===== src/rtl/alu_pkg.sv =====
// ============================================================================
//  Module   : alu_pkg
//  Purpose  : Shared opcodes, widths, FSM state type and the single-cycle
//             ALU function for the execute unit.
//  Revision : 1.0  initial release
// ============================================================================
`default_nettype none

package alu_pkg;

    localparam int DATA_W    = 32;
    localparam int MUL_ITERS = 32;

    localparam logic [3:0] OP_AND  = 4'b0000;
    localparam logic [3:0] OP_OR   = 4'b0001;
    localparam logic [3:0] OP_ADD  = 4'b0010;
    localparam logic [3:0] OP_MULT = 4'b0011;
    localparam logic [3:0] OP_SUB  = 4'b0110;
    localparam logic [3:0] OP_SLT  = 4'b0111;
    localparam logic [3:0] OP_BCMP = 4'b1000;

    typedef enum logic [0:0] {
        IDLE = 1'b0,
        MUL  = 1'b1
    } state_t;

    // Unrecognised opcodes (and MULT, which is handled elsewhere) yield zero.
    function automatic logic [DATA_W-1:0] alu_single(
        input logic [3:0]        op,
        input logic [DATA_W-1:0] a,
        input logic [DATA_W-1:0] b
    );
        logic [DATA_W-1:0] res;
        res = '0;
        case (op)
            OP_AND:          res = a & b;
            OP_OR:           res = a | b;
            OP_ADD:          res = a + b;
            OP_SUB, OP_BCMP: res = a - b;
            OP_SLT:          res = ($signed(a) < $signed(b)) ? DATA_W'(1) : '0;
            default:         res = '0;
        endcase
        return res;
    endfunction

endpackage

`default_nettype wire


===== src/rtl/mult_iter.sv =====
// ============================================================================
//  Module   : mult_iter
//  Purpose  : Radix-2 shift-add multiplier, one iteration per clock, low word.
//  Revision : 1.0  initial release
// ============================================================================
`default_nettype none

module mult_iter
    import alu_pkg::*;
(
    input  logic              clk_i,
    input  logic              rst_i,
    input  logic              start_i,
    input  logic [DATA_W-1:0] a_i,
    input  logic [DATA_W-1:0] b_i,
    output logic              done_o,
    output logic [DATA_W-1:0] product_o
);

    localparam int              CNT_W = $clog2(MUL_ITERS + 1);
    localparam logic [CNT_W-1:0] LAST = CNT_W'(MUL_ITERS - 1);

    logic [DATA_W-1:0] r_a;
    logic [DATA_W-1:0] r_b;
    logic [DATA_W-1:0] r_acc;
    logic [CNT_W-1:0]  r_cnt;
    logic              r_busy;
    logic [DATA_W-1:0] w_acc_next;

    assign w_acc_next = r_acc + (r_b[0] ? r_a : '0);

    // done/product describe the iteration happening at the coming edge, so
    // the owner can register the final product on the same edge.
    assign done_o    = r_busy && (r_cnt == LAST);
    assign product_o = w_acc_next;

    always_ff @(posedge clk_i) begin
        if (rst_i) begin
            r_a    <= '0;
            r_b    <= '0;
            r_acc  <= '0;
            r_cnt  <= '0;
            r_busy <= 1'b0;
        end else if (start_i) begin
            r_a    <= a_i;
            r_b    <= b_i;
            r_acc  <= '0;
            r_cnt  <= '0;
            r_busy <= 1'b1;
        end else if (r_busy) begin
            r_acc <= w_acc_next;
            r_a   <= r_a << 1;
            r_b   <= r_b >> 1;
            // Counter parks on the terminal value instead of wrapping.
            if (r_cnt == LAST) begin
                r_busy <= 1'b0;
            end else begin
                r_cnt <= r_cnt + CNT_W'(1);
            end
        end
    end

endmodule

`default_nettype wire


===== src/rtl/alu_exec_unit.sv =====
// ============================================================================
//  Module   : alu_exec_unit
//  Purpose  : ALU execute stage: single-cycle ops plus a 32-cycle iterative
//             multiply, with ready/valid handshake.
//  Revision : 1.0  initial release
// ============================================================================
`default_nettype none

module alu_exec_unit
    import alu_pkg::*;
(
    input  logic              clk_i,
    input  logic              rst_i,
    input  logic              valid_i,
    input  logic [3:0]        ctrl_i,
    input  logic [DATA_W-1:0] src1_i,
    input  logic [DATA_W-1:0] src2_i,
    output logic              ready_o,
    output logic              valid_o,
    output logic [DATA_W-1:0] result_o,
    output logic              zero_o
);

    state_t            r_state;
    logic              w_accept;
    logic              w_mul_start;
    logic              w_mul_done;
    logic [DATA_W-1:0] w_mul_product;
    logic [DATA_W-1:0] w_single;

    assign ready_o     = (r_state == IDLE);
    assign w_accept    = valid_i && ready_o;
    assign w_mul_start = w_accept && (ctrl_i == OP_MULT);
    assign w_single    = alu_single(ctrl_i, src1_i, src2_i);

    mult_iter u_mult_iter (
        .clk_i     (clk_i),
        .rst_i     (rst_i),
        .start_i   (w_mul_start),
        .a_i       (src1_i),
        .b_i       (src2_i),
        .done_o    (w_mul_done),
        .product_o (w_mul_product)
    );

    always_ff @(posedge clk_i) begin
        if (rst_i) begin
            r_state  <= IDLE;
            result_o <= '0;
            zero_o   <= 1'b1;
            valid_o  <= 1'b0;
        end else begin
            valid_o <= 1'b0;
            case (r_state)
                IDLE: begin
                    if (w_accept) begin
                        if (ctrl_i == OP_MULT) begin
                            r_state <= MUL;
                        end else begin
                            result_o <= w_single;
                            zero_o   <= (w_single == '0);
                            valid_o  <= 1'b1;
                        end
                    end
                end
                MUL: begin
                    if (w_mul_done) begin
                        result_o <= w_mul_product;
                        zero_o   <= (w_mul_product == '0);
                        valid_o  <= 1'b1;
                        r_state  <= IDLE;
                    end
                end
                default: r_state <= IDLE;
            endcase
        end
    end

endmodule

`default_nettype wire


===== config.mk =====
export PLATFORM = sky130hd
export DESIGN_NAME = alu_exec_unit
export DESIGN_NICKNAME = d
export VERILOG_FILES = /design/src/rtl/alu_pkg.sv /design/src/rtl/mult_iter.sv /design/src/rtl/alu_exec_unit.sv
export SDC_FILE = /design/constraint.sdc
export NUM_CORES = 1
export LEC_CHECK = 0
export BUFFER_PORTS_ARGS = -buffer_cell sky130_fd_sc_hd__buf_2
export CORE_MARGIN = 4
export CORE_UTILIZATION = 50
export CTS_CLUSTER_DIAMETER = 150
export DETAILED_ROUTE_END_ITERATION = 10
export PLACE_DENSITY = 0.75
export SLEW_MARGIN = 5
export SYNTH_ARGS = -nofsm -noshare
export SYNTH_HDL_FRONTEND = slang
export SYNTH_HIERARCHICAL = 1
export SYNTH_SLANG_ARGS = --single-unit
export TNS_END_PERCENT = 1

===== constraint.sdc =====
create_clock -name clk_i -period 10.6 [get_ports clk_i]
set_input_delay 1.06 -clock clk_i [delete_from_list [all_inputs] [get_ports clk_i]]
set_output_delay 1.06 -clock clk_i [all_outputs]
set_load 0.02 [all_outputs]

==> metrics.txt, run 1 <==
Synth Area per Inst=7.25 sq um; GPL Wtd Cong=0.991; sequential area share after synthesis=0.207; via count=13,900; hold path endpoint=result_o[7]$_SDFFE_PP0P_; layout cells sized above 1=0.0998; Synth area leader=dfxtp_1; hold slack final=449 ps; CP Launch Type=input pin; Setup-failing EPs final=0; DRT Pass-1 Iters=6; Post-synth EDFFs=0; GRT overflow=0; dpl cell area=13,900 sq um; Port Buf Inserts=105; Least-Margin Pin Slew=1120 ps; H-tree levels=4; final critical-path setup slack=5830 ps; Setup CP Type=input pin to flip-flop; pre-CTS setup slack=5500 ps; pwr/cell area=110 nW/um^2; post-DR vias/cell=6.33; DRT antenna net count=0; Combinational Power Share=0.260; Mapped Area=13,300 sq um; dpl cells=2,168; final slew viol count=0; setup tns final=0 ps; Root Buffer=clkbuf_16; Max Cap Viol=0; cts repair resizes=0; Synth Area in Adders=0.128; Max Clock Freq=0.210 GHz; Flop pwr share=0.341; GRT Total Usage=0.302; clock-pin slew on the worst setup and hold paths=70 ps; arrival time at the worst endpoint=5150 ps; die height=171 um; initial core utilization=0.510; hpwl dp=33.8 mm; most frequent cell after synthesis=nor2_1; Synth Net Count=2,041; CP endpoint kind=flip-flop; antenna violations before repair=0; Sw Share=0.345; global-route wire length before repair=70.9 mm; number of unique standard cell types used by synthesis=85; largest family of logic cells by synthesized area=compound AO/OA/AOI/OAI gates; reg2reg path depth=14; post-synthesis xor/xnor area fraction=0.0283; hold path cells=2; Ys Warns=6; WP data required=10,970 ps; share of power burned in the clock network=0.399; ys flop type=dfxtp_1; core footprint=26,100 sq um; Hold Buf Count CTS=0; outcome=finished clean; share of the synthesized area in the top cell type=0.207; crit path time final=4770 ps; RSZ-0062 raised after global routing=no; reg2reg setup slack=6070 ps; CTS max path bufs=2; latest clock arrival within the worst-skew pair=440 ps; die area=29,300 sq um; Pwr Total=1.59 mW; Post-CTS Setup Inserts=0; crit-path max FO=12; Switch Pwr=0.549 mW; die width=171 um; clock sink count=138; Leak=6.35 nW; final hold violations=0; vias in the first global route=13,000; synth top area cells=dfxtp_1, ha_1, mux2i_1; fin cells=2,200; # IOs=106; period utilization=0.450; final wirelength=45.4 mm; Mapped Cells=1,836; final instance area=14,500 sq um; DR WL/cell=20.6 um; largest net degree at the start of global routing=72; Slew HR=0.252; Power Internal=1.04 mW; Final Util=0.555; Simple-Gate Fraction of Synth Area=0.222; FF-to-FF End=zero_o$_SDFFE_PP1P_; hold path start=result_o[7]$_SDFFE_PP0P_; commonest cells in the synthesized netlist=nor2_1, a21oi_1, nand2_1; clk_skew=10.1 ps; First DRT Iteration DRCs=1,511; CTS tree=built; flops & latches, synth=138; num rows=59; Hold WC Path Type=flip-flop to flip-flop; multiplexer share of the synthesized area=0.0843; fin nets=2,057; post-synthesis compound-gate area fraction=0.258; Synth async-reset ratio=0; reg-to-reg startpoint=u_mult_iter/r_b[0]$_SDFFE_PP0P_; area grow syn2layout=8.96%; peak supply drop=0.100 mV; TritonCTS Buffers=17; DRC viols=0
[cells in the final DEF, fill, tap and decap left out, types with 21 or more instances in the layout]
cell type  count
nand2_1      143
inv_1        131
dfxtp_1      137
o211ai_1      25
nor2_1       252
o21ai_0       68
nor3_1        36
a21oi_1      190
ha_1         131
a21o_1        21
nand4_1       22
mux2i_1      111
xnor2_1       28
and2_1        41
buf_2        104
nand3_1       30
[power by group through the flow]
stage	clock (mW)	sequential [mW]	combinational, mW
after floorplan	0	0.561	0.260
after global placement	0	0.554	0.397
after detailed placement	0	0.554	0.399
after CTS	0.641	0.542	0.401
after global routing	0.661	0.544	0.447
final	0.634	0.542	0.413
[worst max path at each step]
stage,start,to,depth (start not counted)
after global placement,src1_i[4],zero_o$_SDFFE_PP1P_,15
final,src1_i[5],zero_o$_SDFFE_PP1P_,15
after CTS,src1_i[5],zero_o$_SDFFE_PP1P_,15
after floorplan,src1_i[10],zero_o$_SDFFE_PP1P_,14
after global routing,src1_i[5],zero_o$_SDFFE_PP1P_,15
after detailed placement,src1_i[5],zero_o$_SDFFE_PP1P_,15
[critical path, stage by stage]
cell and delay, ps:
buf_2 120, inv_1 50, ha_1 460, and2_1 250
a221o_1 390, o21ai_0 310, nand3_1 280, a21oi_1 520
nor4_1 160, o32ai_2 450, nand4_1 180, nor4_1 330
nand4b_1 130, nor4_1 250, a311o_1 200
[sequential cells by signal, indices dropped and copies added (netlist names)]
signal              flops
r_state                 1
u_mult_iter/r_a        32
valid_o                 1
zero_o                  1
result_o               32
u_mult_iter/r_cnt       6
u_mult_iter/r_acc      32
u_mult_iter/r_b        32
u_mult_iter/r_busy      1
[metal layers]
metal	share of wire	wire (um)	vias to the layer above	track usage
li1	-	-	6572	-
met1	0.43	19500	6557	0.412
met2	0.45	20300	697	0.481
met3	0.088	4000	107	0.0499
met4	0.034	1550	0	0.110
met5	0	0	-	0
[logic make-up (layout without fill, tap and decap cells)]
| kind of cell | count (synthesis) | count (layout) |
|---|---|---|
| simple gates | 635 | 635 |
| other cells | 0 | 1 |
| xor+xnor | 43 | 43 |
| fa+ha+maj | 134 | 134 |
| flops | 138 | 138 |
| compound gates | 523 | 523 |
| buf+inv | 251 | 279 |
| mux | 112 | 112 |
[cell type report]
cell class                      instances  area (sq um)
Inverter                              132           495
Tap cell                              335           419
Sequential cell                       138          2770
Clock inverter                         13           165
Fill cell                            2540         11600
Clock buffer                           18           429
Timing Repair Buffer                  116           611
Multi-Input combinational cell       1447          9620
Antenna cell                            1          2.50
(Power assumes the default switching activity.)
==> run 2: changes to the inputs <==
PLACE_DENSITY = 0.78   (was 0.75)
clock period = 4.25 ns   (was 10.6 ns; I/O delays follow)
==> run 2 against run 1 <==
Worst hold slack worse by 200 ps. Routed wire length up 2.1%. Clock power up 150%. Via count increased by 2.6%. Combinational power rose to 2.6 times the previous value. Sequential power increased by 150%. Core utilization grew 2.9 points. First-iteration DRC count increased by 6.4%. Largest power group unchanged. Largest cell class unchanged. Clock skew up 8.1 ps. Sequential cell count stayed put. Count of clock-buffer cells in the layout rose by 1.
==> metrics.txt, run 2 (synthesis gave the netlist of run 1 again) <==
Leak=6.84 nW (was 6.35 nW); Least-Margin Pin Slew=930 ps (was 1120 ps); # IOs=106 (unchanged); global-route wire length before repair=73.3 mm (was 70.9 mm); CP Cell Sequence=and2_1 > ha_1 > fa_1 > a21o_1 > a31oi_1 > o31ai_4 > o211ai_1 > a21oi_1 > nor2_1 > xnor2_1 > nor4_1 > nand4_1 > nor4_1 > nand4_1 > o21ai_0 > a311o_1 (was buf_2 > inv_1 > ha_1 > and2_1 > a221o_1 > o21ai_0 > nand3_1 > a21oi_1 > nor4_1 > o32ai_2 > nand4_1 > nor4_1 > nand4b_1 > nor4_1 > a311o_1); Root Buffer=clkbuf_16 (unchanged); die area=29,300 sq um (unchanged); final hold violations=0 (unchanged); via count=14,300 (was 13,900); vias in the first global route=13,800 (was 13,000); final slew viol count=0 (unchanged); Setup CP Type=flip-flop to flip-flop (was input pin to flip-flop); Final Util=0.585 (was 0.555); CP endpoint kind=flip-flop (unchanged); Fillers=2,479 (was 2,540); num rows=59 (unchanged); hpwl dp=35.4 mm (was 33.8 mm); First DRT Iteration DRCs=1,608 (was 1,511); clock-pin slew on the worst setup and hold paths=70 ps (about the same); period utilization=0.931; peak supply drop=0.193 mV (was 0.100 mV); DRT antenna net count=0 (unchanged); Max Clock Freq=0.253 GHz; most common cell after layout, fill and taps aside=nor2_1 (unchanged); WP data required=4610 ps (was 10,970 ps); setup tns final=0 ps (unchanged); layout cells sized above 1=0.146 (was 0.0998); crit-path max FO=4 (was 12); largest net degree at the start of global routing=130 (was 72); Hold Buf Count CTS=0 (unchanged); pwr/cell area=262 nW/um^2 (was 110 nW/um^2); dpl cell area=14,700 sq um (was 13,900 sq um); most frequent cells in the layout=nor2_1, a21oi_1, nand2_1, dfxtp_1 (unchanged); clk_skew=18.2 ps (was 10.1 ps); H-tree levels=4 (unchanged); CTS tree=built (unchanged); area grow syn2layout=14.7% (was 8.96%); Port Buf Inserts=105 (unchanged); DR WL/cell=20.2 um (was 20.6 um); Hold WC Path Type=input pin to flip-flop (was flip-flop to flip-flop); initial core utilization=0.510 (unchanged); Max Cap Viol=0 (unchanged); fin nets=2,154 (was 2,057); count of buffer and inverter cells on the critical path=0 (was 2); die width=171 um (unchanged); CTS max path bufs=2 (unchanged); DRC viols=0 (unchanged); antenna cell count=0 (was 1); DRT Pass-1 Iters=6 (unchanged); crit path time final=3960 ps; GRT overflow=0 (unchanged); TritonCTS Buffers=17 (unchanged); Setup-failing EPs final=0 (unchanged); post-DR vias/cell=6.23 (was 6.33); GPL Wtd Cong=0.980 (was 0.991); final wirelength=46.4 mm (was 45.4 mm); antenna violations before repair=0 (unchanged); die height=171 um (unchanged); GRT Total Usage=0.311 (was 0.302); arrival time at the worst endpoint=4320 ps (was 5150 ps); RSZ-0062 raised after global routing=no (unchanged); clock sink count=138 (unchanged); core footprint=26,100 sq um (unchanged); final instance area=15,300 sq um (was 14,500 sq um); CP max-delay cell=fa_1 (was a21oi_1); CP max stage delay=430 ps (was 520 ps); outcome=finished clean (unchanged); Largest delay share family, worst path=compound AO/OA/AOI/OAI gates (unchanged); latest clock arrival within the worst-skew pair=440 ps (about the same); Slew HR=0.380 (was 0.252); CP Launch Type=flip-flop (was input pin)
## run 2: repair_timing
item                                    4_1_cts  5_1_grt
endpoints found under the setup margin        0        1
gates resized for setup                       0        2
setup buffers                                 0        0
hold endpoints to repair                      0        0
## run 2: area by class of cell
cell class | count | area (sq um) | area share
Clock buffer | 19 | 464 | 0.0304
Clock inverter | 13 | 133 | 0.00868
Inverter | 132 | 495 | 0.0324
Multi-Input combinational cell | 1447 | 9630 | 0.631
Sequential cell | 138 | 2770 | 0.181
Tap cell | 335 | 419 | 0.0274
Timing Repair Buffer | 213 | 1360 | 0.0893
## run 2: routing by layer
| layer | global-route usage | wire, um | up-vias |
|---|---|---|---|
| met2 | 0.507 | 21000 | 727 |
| met1 | 0.412 | 19400 | 6689 |
| met3 | 0.0501 | 4050 | 131 |
| met4 | 0.126 | 1890 | 0 |
| met5 | 0 | 0 | - |
| li1 | - | - | 6755 |
## run 2: stage by stage
step           hold slack (ps)  total power [mW]  cells  worst slack, ps
6_report                   252              4.00   2297              294
5_1_grt                    265              4.16   2297             15.1
4_1_cts                    247              3.99   2297              354
3_5_place_dp               446              2.43   2265              158
3_3_place_gp               437              2.42   2265              165
2_1_floorplan              456              2.05   1836              750
## run 2: worst paths after layout
kind	startpoint	to	slack, ps	depth (start not counted)
worst max register to register	u_mult_iter/r_b[0]$_SDFFE_PP0P_	zero_o$_SDFFE_PP1P_	290	16
worst max-delay path	u_mult_iter/r_b[0]$_SDFFE_PP0P_	zero_o$_SDFFE_PP1P_	290	16
worst min-delay path	src2_i[15]	u_mult_iter/r_b[15]$_SDFFE_PP0P_	250	3
worst min register to register	result_o[13]$_SDFFE_PP0P_	result_o[13]$_SDFFE_PP0P_	450	2
## run 2: worst reg2reg max path, stage by stage (launching register included)
cell and delay, ps:
dfxtp_1 350, and2_1 150, ha_1 210, fa_1 430, a21o_1 210, a31oi_1 340, o31ai_4 120, o211ai_1 340
a21oi_1 160, nor2_1 130, xnor2_1 120, nor4_1 420, nand4_1 150, nor4_1 260, nand4_1 150, o21ai_0 220
a311o_1 150
## run 2: where the power goes
group	leakage, nW	switching, mW	total, mW	internal [mW]
Combinational	5.44	0.707	1.09	0.384
Sequential	1.12	0.0224	1.35	1.33
Clock	0.286	0.689	1.56	0.874
Total	6.84	1.42	4.00	2.58
